==> config.mk <==
export PLATFORM = sky130hd
export DESIGN_NAME = mem_port_arbiter
export DESIGN_NICKNAME = d
export VERILOG_FILES = /design/src/rtl/mem_port_arbiter.sv
export SDC_FILE = /design/constraint.sdc
export NUM_CORES = 1
export LEC_CHECK = 0
export CAP_MARGIN = 0
export CORE_MARGIN = 4
export CORE_UTILIZATION = 33
export CTS_CLUSTER_SIZE = 30
export DETAILED_ROUTE_END_ITERATION = 6
export GPL_TIMING_DRIVEN = 0
export PLACE_DENSITY_LB_ADDON = 0.15
export SYNTH_ARGS = -nofsm -noshare
export SYNTH_HDL_FRONTEND = slang
export SYNTH_SLANG_ARGS = --single-unit
export TNS_END_PERCENT = 10
==> constraint.sdc <==
create_clock -name CLK -period 1.85 [get_ports CLK]
set_input_delay 0.37 -clock CLK [delete_from_list [all_inputs] [get_ports CLK]]
set_output_delay 0.37 -clock CLK [all_outputs]
set_load 0.02 [all_outputs]
==> src/rtl/mem_port_arbiter.sv <==
// mem_port_arbiter
//   Shares one single-port synchronous memory between the instruction fetch
//   port (I_*) and the data access port (D_*). Only one transaction can be
//   outstanding at a time. Data requests normally win. A starvation counter
//   forces a fetch grant after STARVE_MAX data grants have gone by while a
//   fetch was waiting.
//
//   Parameters
//     MEM_LAT     cycles from the M_EN cycle to valid M_RDATA (>= 1)
//     STARVE_MAX  data grants tolerated while I_REQ waits (>= 1)
//
//   Ports
//     CLK, RSTN                     clock, synchronous active-low reset
//     I_REQ/I_ADDR/I_KILL           fetch request, address, response discard
//     I_GNT/I_RVALID/I_RDATA        fetch accept pulse, response pulse, data
//     D_REQ/D_WE/D_BE/D_ADDR/D_WDATA  data request and its attributes
//     D_GNT/D_RVALID/D_RDATA        data accept pulse, response pulse, data
//     M_EN/M_WE/M_BE/M_ADDR/M_WDATA memory command, driven in the grant cycle
//     M_RDATA                       memory read data, MEM_LAT cycles later
//     BUSY                          a transaction is outstanding
module mem_port_arbiter #(
    parameter int MEM_LAT    = 2,
    parameter int STARVE_MAX = 4
) (
    input  logic        CLK,
    input  logic        RSTN,
    input  logic        I_REQ,
    input  logic [31:0] I_ADDR,
    input  logic        I_KILL,
    output logic        I_GNT,
    output logic        I_RVALID,
    output logic [31:0] I_RDATA,
    input  logic        D_REQ,
    input  logic        D_WE,
    input  logic [3:0]  D_BE,
    input  logic [31:0] D_ADDR,
    input  logic [31:0] D_WDATA,
    output logic        D_GNT,
    output logic        D_RVALID,
    output logic [31:0] D_RDATA,
    output logic        M_EN,
    output logic        M_WE,
    output logic [3:0]  M_BE,
    output logic [31:0] M_ADDR,
    output logic [31:0] M_WDATA,
    input  logic [31:0] M_RDATA,
    output logic        BUSY
);

    localparam int WCW = $clog2(MEM_LAT + 1);
    localparam int SCW = $clog2(STARVE_MAX + 1);
    localparam logic [WCW-1:0] WAIT_INIT  = WCW'(MEM_LAT);
    localparam logic [WCW-1:0] WAIT_ONE   = WCW'(1);
    localparam logic [SCW-1:0] STARVE_TOP = SCW'(STARVE_MAX);
    localparam logic [SCW-1:0] STARVE_ONE = SCW'(1);

    typedef enum logic [0:0] {
        ST_IDLE = 1'b0,
        ST_WAIT = 1'b1
    } state_t;

    state_t         state_r;
    state_t         state_s;
    logic [WCW-1:0] wait_cnt_r;
    logic [SCW-1:0] starve_cnt_r;
    logic [SCW-1:0] starve_cnt_s;
    logic           owner_d_r;
    logic           is_write_r;
    logic           kill_r;
    logic           kill_s;
    logic           i_win_s;
    logic           d_win_s;
    logic           done_s;
    logic           fetch_live_s;
    logic           i_rvalid_r;
    logic           d_rvalid_r;
    logic [31:0]    i_rdata_r;
    logic [31:0]    d_rdata_r;

    // The last WAIT cycle: the counter steps to zero on the coming edge.
    assign done_s       = (state_r == ST_WAIT) && (wait_cnt_r == WAIT_ONE);
    // A fetch still waiting for its data, so I_KILL applies to it.
    assign fetch_live_s = (state_r == ST_WAIT) && !owner_d_r;

    // Arbitration: only in IDLE and never while reset is held, so a request
    // seen during reset is granted in the first cycle after release.
    always_comb begin
        d_win_s = 1'b0;
        i_win_s = 1'b0;
        if (RSTN && (state_r == ST_IDLE)) begin
            if (D_REQ && !(I_REQ && (starve_cnt_r == STARVE_TOP))) begin
                d_win_s = 1'b1;
            end else if (I_REQ) begin
                i_win_s = 1'b1;
            end else begin
                d_win_s = 1'b0;
                i_win_s = 1'b0;
            end
        end else begin
            d_win_s = 1'b0;
            i_win_s = 1'b0;
        end
    end

    // Memory command mux; everything is zero whenever M_EN is low.
    always_comb begin
        M_EN    = 1'b0;
        M_WE    = 1'b0;
        M_BE    = 4'h0;
        M_ADDR  = 32'h0;
        M_WDATA = 32'h0;
        if (d_win_s) begin
            M_EN    = 1'b1;
            M_WE    = D_WE;
            M_BE    = D_BE;
            M_ADDR  = D_ADDR;
            M_WDATA = D_WDATA;
        end else if (i_win_s) begin
            M_EN    = 1'b1;
            M_BE    = 4'hF;
            M_ADDR  = I_ADDR;
        end else begin
            M_EN    = 1'b0;
        end
    end

    // Next-state logic for the IDLE/WAIT sequencer.
    always_comb begin
        state_s = state_r;
        case (state_r)
            ST_IDLE: begin
                if (d_win_s || i_win_s) begin
                    state_s = ST_WAIT;
                end else begin
                    state_s = ST_IDLE;
                end
            end
            ST_WAIT: begin
                if (done_s) begin
                    state_s = ST_IDLE;
                end else begin
                    state_s = ST_WAIT;
                end
            end
            default: state_s = ST_IDLE;
        endcase
    end

    // Starvation counter: counts data grants that overtook a waiting fetch.
    always_comb begin
        starve_cnt_s = starve_cnt_r;
        if (!I_REQ || i_win_s) begin
            starve_cnt_s = {SCW{1'b0}};
        end else if (d_win_s && (starve_cnt_r != STARVE_TOP)) begin
            starve_cnt_s = starve_cnt_r + STARVE_ONE;
        end else begin
            starve_cnt_s = starve_cnt_r;
        end
    end

    // Kill flag: armed by I_KILL from the fetch grant cycle through the last
    // WAIT cycle, dropped once that fetch has retired.
    always_comb begin
        kill_s = kill_r;
        if (i_win_s) begin
            kill_s = I_KILL;
        end else if (done_s) begin
            kill_s = 1'b0;
        end else if (fetch_live_s) begin
            kill_s = kill_r | I_KILL;
        end else begin
            kill_s = kill_r;
        end
    end

    // Sequencer state, transaction attributes and counters.
    always_ff @(posedge CLK) begin
        if (!RSTN) begin
            state_r      <= ST_IDLE;
            wait_cnt_r   <= {WCW{1'b0}};
            starve_cnt_r <= {SCW{1'b0}};
            owner_d_r    <= 1'b0;
            is_write_r   <= 1'b0;
            kill_r       <= 1'b0;
        end else begin
            state_r      <= state_s;
            starve_cnt_r <= starve_cnt_s;
            kill_r       <= kill_s;
            if (d_win_s || i_win_s) begin
                wait_cnt_r <= WAIT_INIT;
                owner_d_r  <= d_win_s;
                is_write_r <= d_win_s & D_WE;
            end else if (state_r == ST_WAIT) begin
                wait_cnt_r <= wait_cnt_r - WAIT_ONE;
            end
        end
    end

    // Response registers: data captured on the last WAIT cycle, presented
    // with a one-cycle RVALID in the following IDLE cycle.
    always_ff @(posedge CLK) begin
        if (!RSTN) begin
            i_rvalid_r <= 1'b0;
            d_rvalid_r <= 1'b0;
            i_rdata_r  <= 32'h0;
            d_rdata_r  <= 32'h0;
        end else begin
            i_rvalid_r <= done_s && !owner_d_r && !(kill_r | I_KILL);
            d_rvalid_r <= done_s && owner_d_r;
            if (done_s && !owner_d_r && !(kill_r | I_KILL)) begin
                i_rdata_r <= M_RDATA;
            end
            if (done_s && owner_d_r) begin
                d_rdata_r <= is_write_r ? 32'h0 : M_RDATA;
            end
        end
    end

    assign I_GNT    = i_win_s;
    assign D_GNT    = d_win_s;
    assign I_RVALID = i_rvalid_r;
    assign D_RVALID = d_rvalid_r;
    assign I_RDATA  = i_rdata_r;
    assign D_RDATA  = d_rdata_r;
    assign BUSY     = (state_r == ST_WAIT);

endmodule

==> results of run 1 <==
==> timing repair <==
action	4_1_cts	5_1_grt
buffers inserted	9	5
gates cloned	1	2
pin swaps	27	9
gates resized for setup	452	18
hold buffers	0	0
endpoints found under the setup margin	73	71
==> sequential cells by signal (all words and copies together), names as in the netlist <==
register / cells
BUSY: 1
I_RVALID: 1
D_RVALID: 1
D_RDATA: 32
I_RDATA: 32
starve_cnt_r: 3
kill_r: 1
is_write_r: 1
owner_d_r: 1
wait_cnt_r: 2
==> worst paths after layout <==
kind	from	endpoint	slack (ns)	cells after the start
setup / recovery	starve_cnt_r[0]	M_ADDR[27]	-0.32	8
hold / removal	RSTN	BUSY	0.31	3
setup reg to reg	wait_cnt_r[0]	D_RDATA[21]	0.11	5
hold reg to reg	D_RDATA[28]	D_RDATA[28]	0.48	1
==> cell families (layout without fill, tap and decap cells) <==
group	after synthesis	in the layout	share of synthesized area [%]
flops	75	75	44.56
compound gates	148	148	30.08
mux	1	1	0.2971
simple gates	94	94	16.12
buf+inv	47	355	7.835
fa+ha+maj	3	3	1.114
==> layer usage <==
layer | up-vias | global-route usage (%)
met5 | - | 0
met4 | 0 | 6.943
met3 | 22 | 6.868
met2 | 177 | 45.79
met1 | 1949 | 27.70
li1 | 1980 | -
==> worst min-delay path, delay by kind of cell <==
family / cells / cell delay [ns]
AND/OR/NAND/NOR: 2 / 0.10
buffers and inverters: 1 / 0.15
==> where the power goes <==
group / switching, W / internal [W]
Sequential: 0.0000180 / 0.00164
Combinational: 0.000392 / 0.000532
Clock: 0.000619 / 0.000632
==> area by class of cell <==
cell class | count | share of cell area, %
well taps | 133 | 2.435
plain buffers | 39 | 4.338
clock inverters | 5 | 0.8969
repair buffers | 291 | 43.03
repair inverters | 1 | 0.09152
clock buffers | 11 | 1.922
flip-flops and latches | 75 | 22.06
inverters | 8 | 0.5491
multi-input cells | 246 | 24.68
==> metrics by stage <==
step                      setup WS (ns)  hold WS, ns  TNS [ns]  power [W]
after floorplan                0.002843       0.4668         0   0.002007
after global placement           -1.081       0.4553    -63.50   0.002538
after detailed placement         -1.062       0.4556    -63.79   0.002547
after CTS                       -0.3047       0.2861    -15.67   0.003826
after global routing            -0.3755       0.3208    -19.82   0.003960
final                           -0.3170       0.3101    -15.46   0.003829
==> cells in the final DEF, fill, tap and decap left out, drive strengths merged, types with 2 or more instances in the layout <==
| cell type | Yosys | final |
|---|---|---|
| a22o | 64 | 64 |
| nor2 | 5 | 5 |
| clkdlybuf4s50 | 0 | 201 |
| dlygate4sd2 | 0 | 3 |
| clkdlybuf4s15 | 0 | 2 |
| nand3 | 36 | 36 |
| nand2 | 4 | 4 |
| o211ai | 2 | 2 |
| clkinv | 0 | 3 |
| ha | 3 | 3 |
| nor3 | 6 | 6 |
| dfxtp | 75 | 75 |
| clkbuf | 14 | 22 |
| nand3b | 2 | 2 |
| o21ai | 36 | 36 |
| inv | 8 | 10 |
| and3 | 33 | 33 |
| a21o | 4 | 4 |
| buf | 25 | 113 |
| a21oi | 37 | 37 |
==> Implementation_results.wiki, run 1 <==
{| class="wikitable"
! Metric !! Value
|-
| Total GRT Usage || between 20% and 30%
|-
| Synth Area per Inst || 9.156 µm²
|-
| Cts bufs inserted || 9
|-
| Ratio of final minimum period to clock period || 117.1%
|-
| Post-Synthesis Cells || 368
|-
| Failing checks || negative setup slack
|-
| Count of filler cells inserted in the layout || 794
|-
| WL final || 15.70 mm
|-
| Total number of vias || 4128
|-
| Remaining design rule violation count || 0
|-
| Maximum clock frequency || ~460 MHz
|-
| Diode count || 0
|-
| Clk_lat worst skew || ~0.35 ns
|-
| Chip Height || around 110 µm
|-
| Share of post-route cells with drive strength above 1 || 22.93%
|-
| Met3 Routed Length || around 1.5 mm
|-
| Area share of the leading cell type in the synthesized netlist || 44.56%
|-
| Area growth, synth to finish || 102.9%
|-
| Maximum VDD drop || between 0.0005 and 0.0006 V
|-
| # setup viols final || slightly above 70
|-
| Endpoint kind of the worst setup timing path || primary output
|-
| MaxCap Viol Count || 0
|-
| Ranking of synthesized cells by area || sky130_fd_sc_hd__dfxtp_1, sky130_fd_sc_hd__a22o_1, sky130_fd_sc_hd__and3_1
|-
| Num ports || 277
|-
| Number of placement rows || 36
|-
| Top FF cell, synth || sky130_fd_sc_hd__dfxtp_1
|-
| Yosys warning count || 0
|-
| Synthesized Nets || approximately 510
|-
| Sequential cell area in the final layout || between 0.0015 and 0.002 mm²
|-
| Detail-routed via count per cell || around 5
|-
| Number of enable flip-flop cells after synthesis || 0
|-
| Remaining Overflow, GRT || 0
|-
| Final instance area || 0.006835 mm²
|-
| CP most frequent cell || sky130_fd_sc_hd__buf_6
|-
| Total cell area at the placement stage || ~0.0063 mm²
|-
| Antenna violations before repair || 0
|-
| Setup WS post-layout || -0.3170 ns
|-
| Top cell family by delay on the critical path || buffers and inverters
|-
| Remaining max-slew budget at the tightest pin || between 50% and 60%
|-
| Unrepaired setup endpoints after global routing || yes
|-
| Final critical-path required period || roughly 2.2 ns
|-
| Total placed cells including tap cells || slightly below 800
|-
| Core area || 0.009864 mm²
|-
| Buf/Inv on CP || 4
|-
| DR iter-0 viols || between 200 and 300
|-
| Kind of critical path || reg2out
|-
| Vias in the first global route || ~4.3k
|-
| Leakage || 2.794 nW
|-
| Most area-hungry cell type in the Yosys netlist || sky130_fd_sc_hd__dfxtp_1
|-
| Dominant cell by count in the synthesized netlist || sky130_fd_sc_hd__dfxtp_1
|-
| Wirelength per Cell || slightly below 20 µm
|-
| Core occupancy in the finished layout || between 60% and 70%
|-
| Count of state elements after synthesis || 75
|-
| Final hold violations || 0
|-
| Wire length of the first global-routing pass || ~23 mm
|-
| Leading cell types by count after synthesis || sky130_fd_sc_hd__dfxtp_1, sky130_fd_sc_hd__a22o_1, sky130_fd_sc_hd__a21oi_1
|-
| Sequential share of the synthesized area || between 40% and 50%
|-
| Worst path required time || roughly 1.5 ns
|-
| Area of the die || ~0.012 mm²
|-
| CTS Sinks || 75
|-
| Run status || finished with violations
|-
| Drt pass-1 iters || 4
|-
| Chip width || about 110 µm
|-
| Net count, final || between 800 and 900
|-
| Wire length on met1 || 5.808 mm
|-
| Total of buffers placed on input and output ports || 275
|-
| Actual slew at the worst max-slew pin || between 0.6 and 0.7 ns
|-
| # H-tree levels || 3
|-
| Max-slew violations || 0
|-
| Area taken by multi-input logic gates || ~0.0017 mm²
|-
| CTS tree || done
|-
| ANT nets after route || 0
|-
| Clock-pin slew reported for the worst setup and hold paths after clock tree synthesis || roughly 0.080 ns
|-
| DP Wirelength || approximately 12 mm
|-
| Highest routed metal layer || met4
|-
| Maximum number of pins on one net before global-route repair || 14
|-
| Synth cell types || 37
|-
| Series of cell instances along the critical path || inv_2 > ha_4 > and3_4 > nor2_4 > buf_6 > buf_6 > a22o_1 > buf_6
|-
| Worst Skew || between 0.01 and 0.015 ns
|-
| Cell type of the slowest stage on the worst timing path || sky130_fd_sc_hd__dfxtp_2
|-
| Final estimated routing congestion in global placement || between 0.9 and 1
|-
| Final std cells w/o fill || 809
|-
| Arrival time worst endpoint || roughly 1.8 ns
|-
| Nature of the critical path startpoint || flop
|-
| Power per cell area || roughly 560 mW/mm²
|-
| Cell area after synthesis || 0.003369 mm²
|-
| Initial Utilization || 34.16%
|-
| Path type of the worst min-delay path || in2reg
|-
| Worst-case clock buffer depth || 2
|-
| Wire length on met2 || about 8 mm
|-
| Highest fanout seen on the critical path || 7
|-
| Clock tree root buffer cell || sky130_fd_sc_hd__clkbuf_8
|-
| Synth async-reset ratio || 0%
|-
| Largest stage delay, worst path || around 0.33 ns
|}
Power figures use the tool's default switching activity.
==> run 2, diff against run 1 <==
Settings changed: CTS_CLUSTER_DIAMETER set to 150.
==> results of run 2 <==
Same layout as run 1: the final DEF is identical, and so are final timing and power.
==> run 3, diff against run 2 <==
Settings changed: CORE_UTILIZATION 33 to 25, GPL_ROUTABILITY_DRIVEN set to 0.
==> run 3 against run 2 <==
  * Clock power grew 38%
  * Setup slack improved by 0.037 ns
  * The run still ends with negative setup slack left
  * Largest power group is now clock
  * Sequential power hardly changed
  * Critical path depth did not move
  * Highest routed layer unchanged
  * Die area up 30%
  * First-iteration DRC count shrank 57%
  * Cell count grew 4.3%
==> Implementation_results.wiki, run 3 (same netlist as run 1, synthesis figures left out) <==
{| class="wikitable"
! Metric !! Value
|-
| Drt pass-1 iters || 4
|-
| Top cell family by delay on the critical path || buffers and inverters
|-
| Path type of the worst min-delay path || in2reg
|-
| Worst-case clock buffer depth || 2
|-
| Diode count || 0
|-
| Detail-routed via count per cell || between 4 and 5
|-
| Buf/Inv on CP || 4
|-
| # H-tree levels || 3
|-
| Area of the die || roughly 0.015 mm²
|-
| Total number of vias || just under 4k
|-
| Share of post-route cells with drive strength above 1 || between 20% and 30%
|-
| Remaining Overflow, GRT || 0
|-
| Total cell area at the placement stage || between 0.006 and 0.007 mm²
|-
| Nature of the critical path startpoint || flop
|-
| CTS Sinks || 75
|-
| Power per cell area || 630.6 mW/mm²
|-
| ANT nets after route || 0
|-
| DR iter-0 viols || 119
|-
| Chip Height || roughly 120 µm
|-
| Vias in the first global route || ~4k
|-
| Final instance area || just under 0.007 mm²
|-
| Initial Utilization || 25.44%
|-
| Run status || finished with violations
|-
| Antenna violations before repair || 0
|-
| Worst path required time || about 1.5 ns
|-
| Net count, final || between 800 and 900
|-
| Actual slew at the worst max-slew pin || ~0.8 ns
|-
| Core area || around 0.013 mm²
|-
| Num ports || between 200 and 300
|-
| Ratio of final minimum period to clock period || 115.1%
|-
| MaxCap Viol Count || 0
|-
| CP most frequent cell || sky130_fd_sc_hd__buf_6
|-
| Wirelength per Cell || around 18 µm
|-
| Chip width || 124.1 µm
|-
| Cell type of the slowest stage on the worst timing path || sky130_fd_sc_hd__dfxtp_2
|-
| Worst Skew || between 0.009 and 0.01 ns
|-
| Clock tree root buffer cell || sky130_fd_sc_hd__clkbuf_16
|-
| Area growth, synth to finish || 101.8%
|-
| Number of placement rows || 42
|-
| Failing checks || negative setup slack
|-
| Wire length of the first global-routing pass || 22.09 mm
|-
| Max-slew violations || 0
|-
| Largest stage delay, worst path || approximately 0.32 ns
|-
| Arrival time worst endpoint || 1.76 ns
|-
| CTS tree || done
|-
| Maximum number of pins on one net before global-route repair || 14
|-
| Maximum VDD drop || 0.0004772 V
|-
| Series of cell instances along the critical path || inv_2 > ha_4 > and3_4 > nor2_4 > buf_6 > buf_8 > a22o_1 > buf_6
|-
| Clock-pin slew reported for the worst setup and hold paths after clock tree synthesis || about 0.060 ns
|-
| Cts bufs inserted || 9
|-
| Maximum clock frequency || approximately 470 MHz
|-
| Final critical-path required period || ~2.1 ns
|-
| Setup WS post-layout || -0.2799 ns
|-
| DP Wirelength || 12.20 mm
|-
| Most common cell after layout, fill and taps aside || sky130_fd_sc_hd__clkdlybuf4s50_1
|-
| Total of buffers placed on input and output ports || 275
|-
| Highest fanout seen on the critical path || 5
|-
| Remaining design rule violation count || 0
|-
| Unrepaired setup endpoints after global routing || yes
|-
| Final hold violations || 0
|-
| Endpoint kind of the worst setup timing path || primary output
|-
| # setup viols final || 70
|-
| Commonest cells after routing, fill and taps aside || sky130_fd_sc_hd__clkdlybuf4s50_1, sky130_fd_sc_hd__dfxtp_1, sky130_fd_sc_hd__a22o_1
|-
| Remaining max-slew budget at the tightest pin || about 48%
|-
| Worst hold slack || approximately 0.33 ns
|-
| Clk_lat worst skew || 0.33 ns
|-
| Leakage || 2.803 nW
|-
| Total GRT Usage || a little under a fifth
|-
| Kind of critical path || reg2out
|-
| WL final || ~16 mm
|}
-- run 3: cell types whose count changed in the layout (fill, tap and decap cells not counted), sizes merged --
| cell | delta |
|---|---|
| buf | -3 |
| clkbuf | -1 |
| clkdlybuf4s15 | -2 |
| clkinv | -3 |
| clkinvlp | +3 |
| dlygate4sd2 | -1 |
| inv | -1 |
-- run 3: cell type report --
class	instances	area, µm²
tap	176	220.2
buffer	39	311.5
clock buffer	11	232.7
timing repair buffer	284	2775
multi-input combinational	246	1652
clock inverter	5	61.31
inverter	8	37.54
fill	1241	6444
sequential	75	1509
-- run 3: routing by layer --
metal	share of wire (%)	up-vias	wire, µm	GRT usage, %
li1	-	1969	-	-
met1	38	1838	5913	19.92
met2	52	152	8100	36.11
met3	8.3	16	1287	4.405
met4	1.8	0	281	5.955
met5	0	-	0	0
-- run 3: through the flow --
| stage | util [%] | power [W] | std cells | TNS (ns) | worst slack, ns |
|---|---|---|---|---|---|
| final | 51.34 | 0.004287 | 844 | -13.44 | -0.2799 |
| after global routing | 51.34 | 0.004450 | 844 | -18.46 | -0.3457 |
| after CTS | 50.77 | 0.004322 | 842 | -15.99 | -0.3029 |
| after detailed placement | 47.91 | 0.002556 | 819 | -66.12 | -1.091 |
| after global placement | 47.91 | 0.002546 | 819 | -64.05 | -1.091 |
| after floorplan | - | 0.002007 | 368 | 0 | 0.002843 |
-- run 3: path summary, 6_finish.rpt --
path / cells past startpoint / start / slack, ns / endpoint
worst max-delay path: 8 / starve_cnt_r[0] / -0.28 / M_ADDR[27]
worst min-delay path: 3 / RSTN / 0.33 / BUSY
worst max register to register: 5 / wait_cnt_r[1] / 0.13 / D_RDATA[24]
worst min register to register: 1 / D_RDATA[15] / 0.47 / D_RDATA[15]
-- run 3: timing repair --
item,4_1_cts,5_1_grt
setup endpoints to repair,72,71
gates resized for setup,410,38
cloned,2,0
buffers inserted,5,2
pin swaps,23,13
hold buffers,0,0
-- run 3: tightest hold or removal path, cell delays in order --
cell	delay (ns)
sky130_fd_sc_hd__buf_4	0.15
sky130_fd_sc_hd__nand2_1	0.06
sky130_fd_sc_hd__nor2_1	0.03
-- run 3: power breakdown --
group | leakage (nW) | total (W) | switching, W | internal (W)
logic | 2.06 | 0.000897 | 0.000386 | 0.000511
clock network | 0.132 | 0.00173 | 0.000684 | 0.00105
registers | 0.608 | 0.00166 | 0.0000178 | 0.00164
total | 2.80 | 0.00429 | 0.00109 | 0.00320
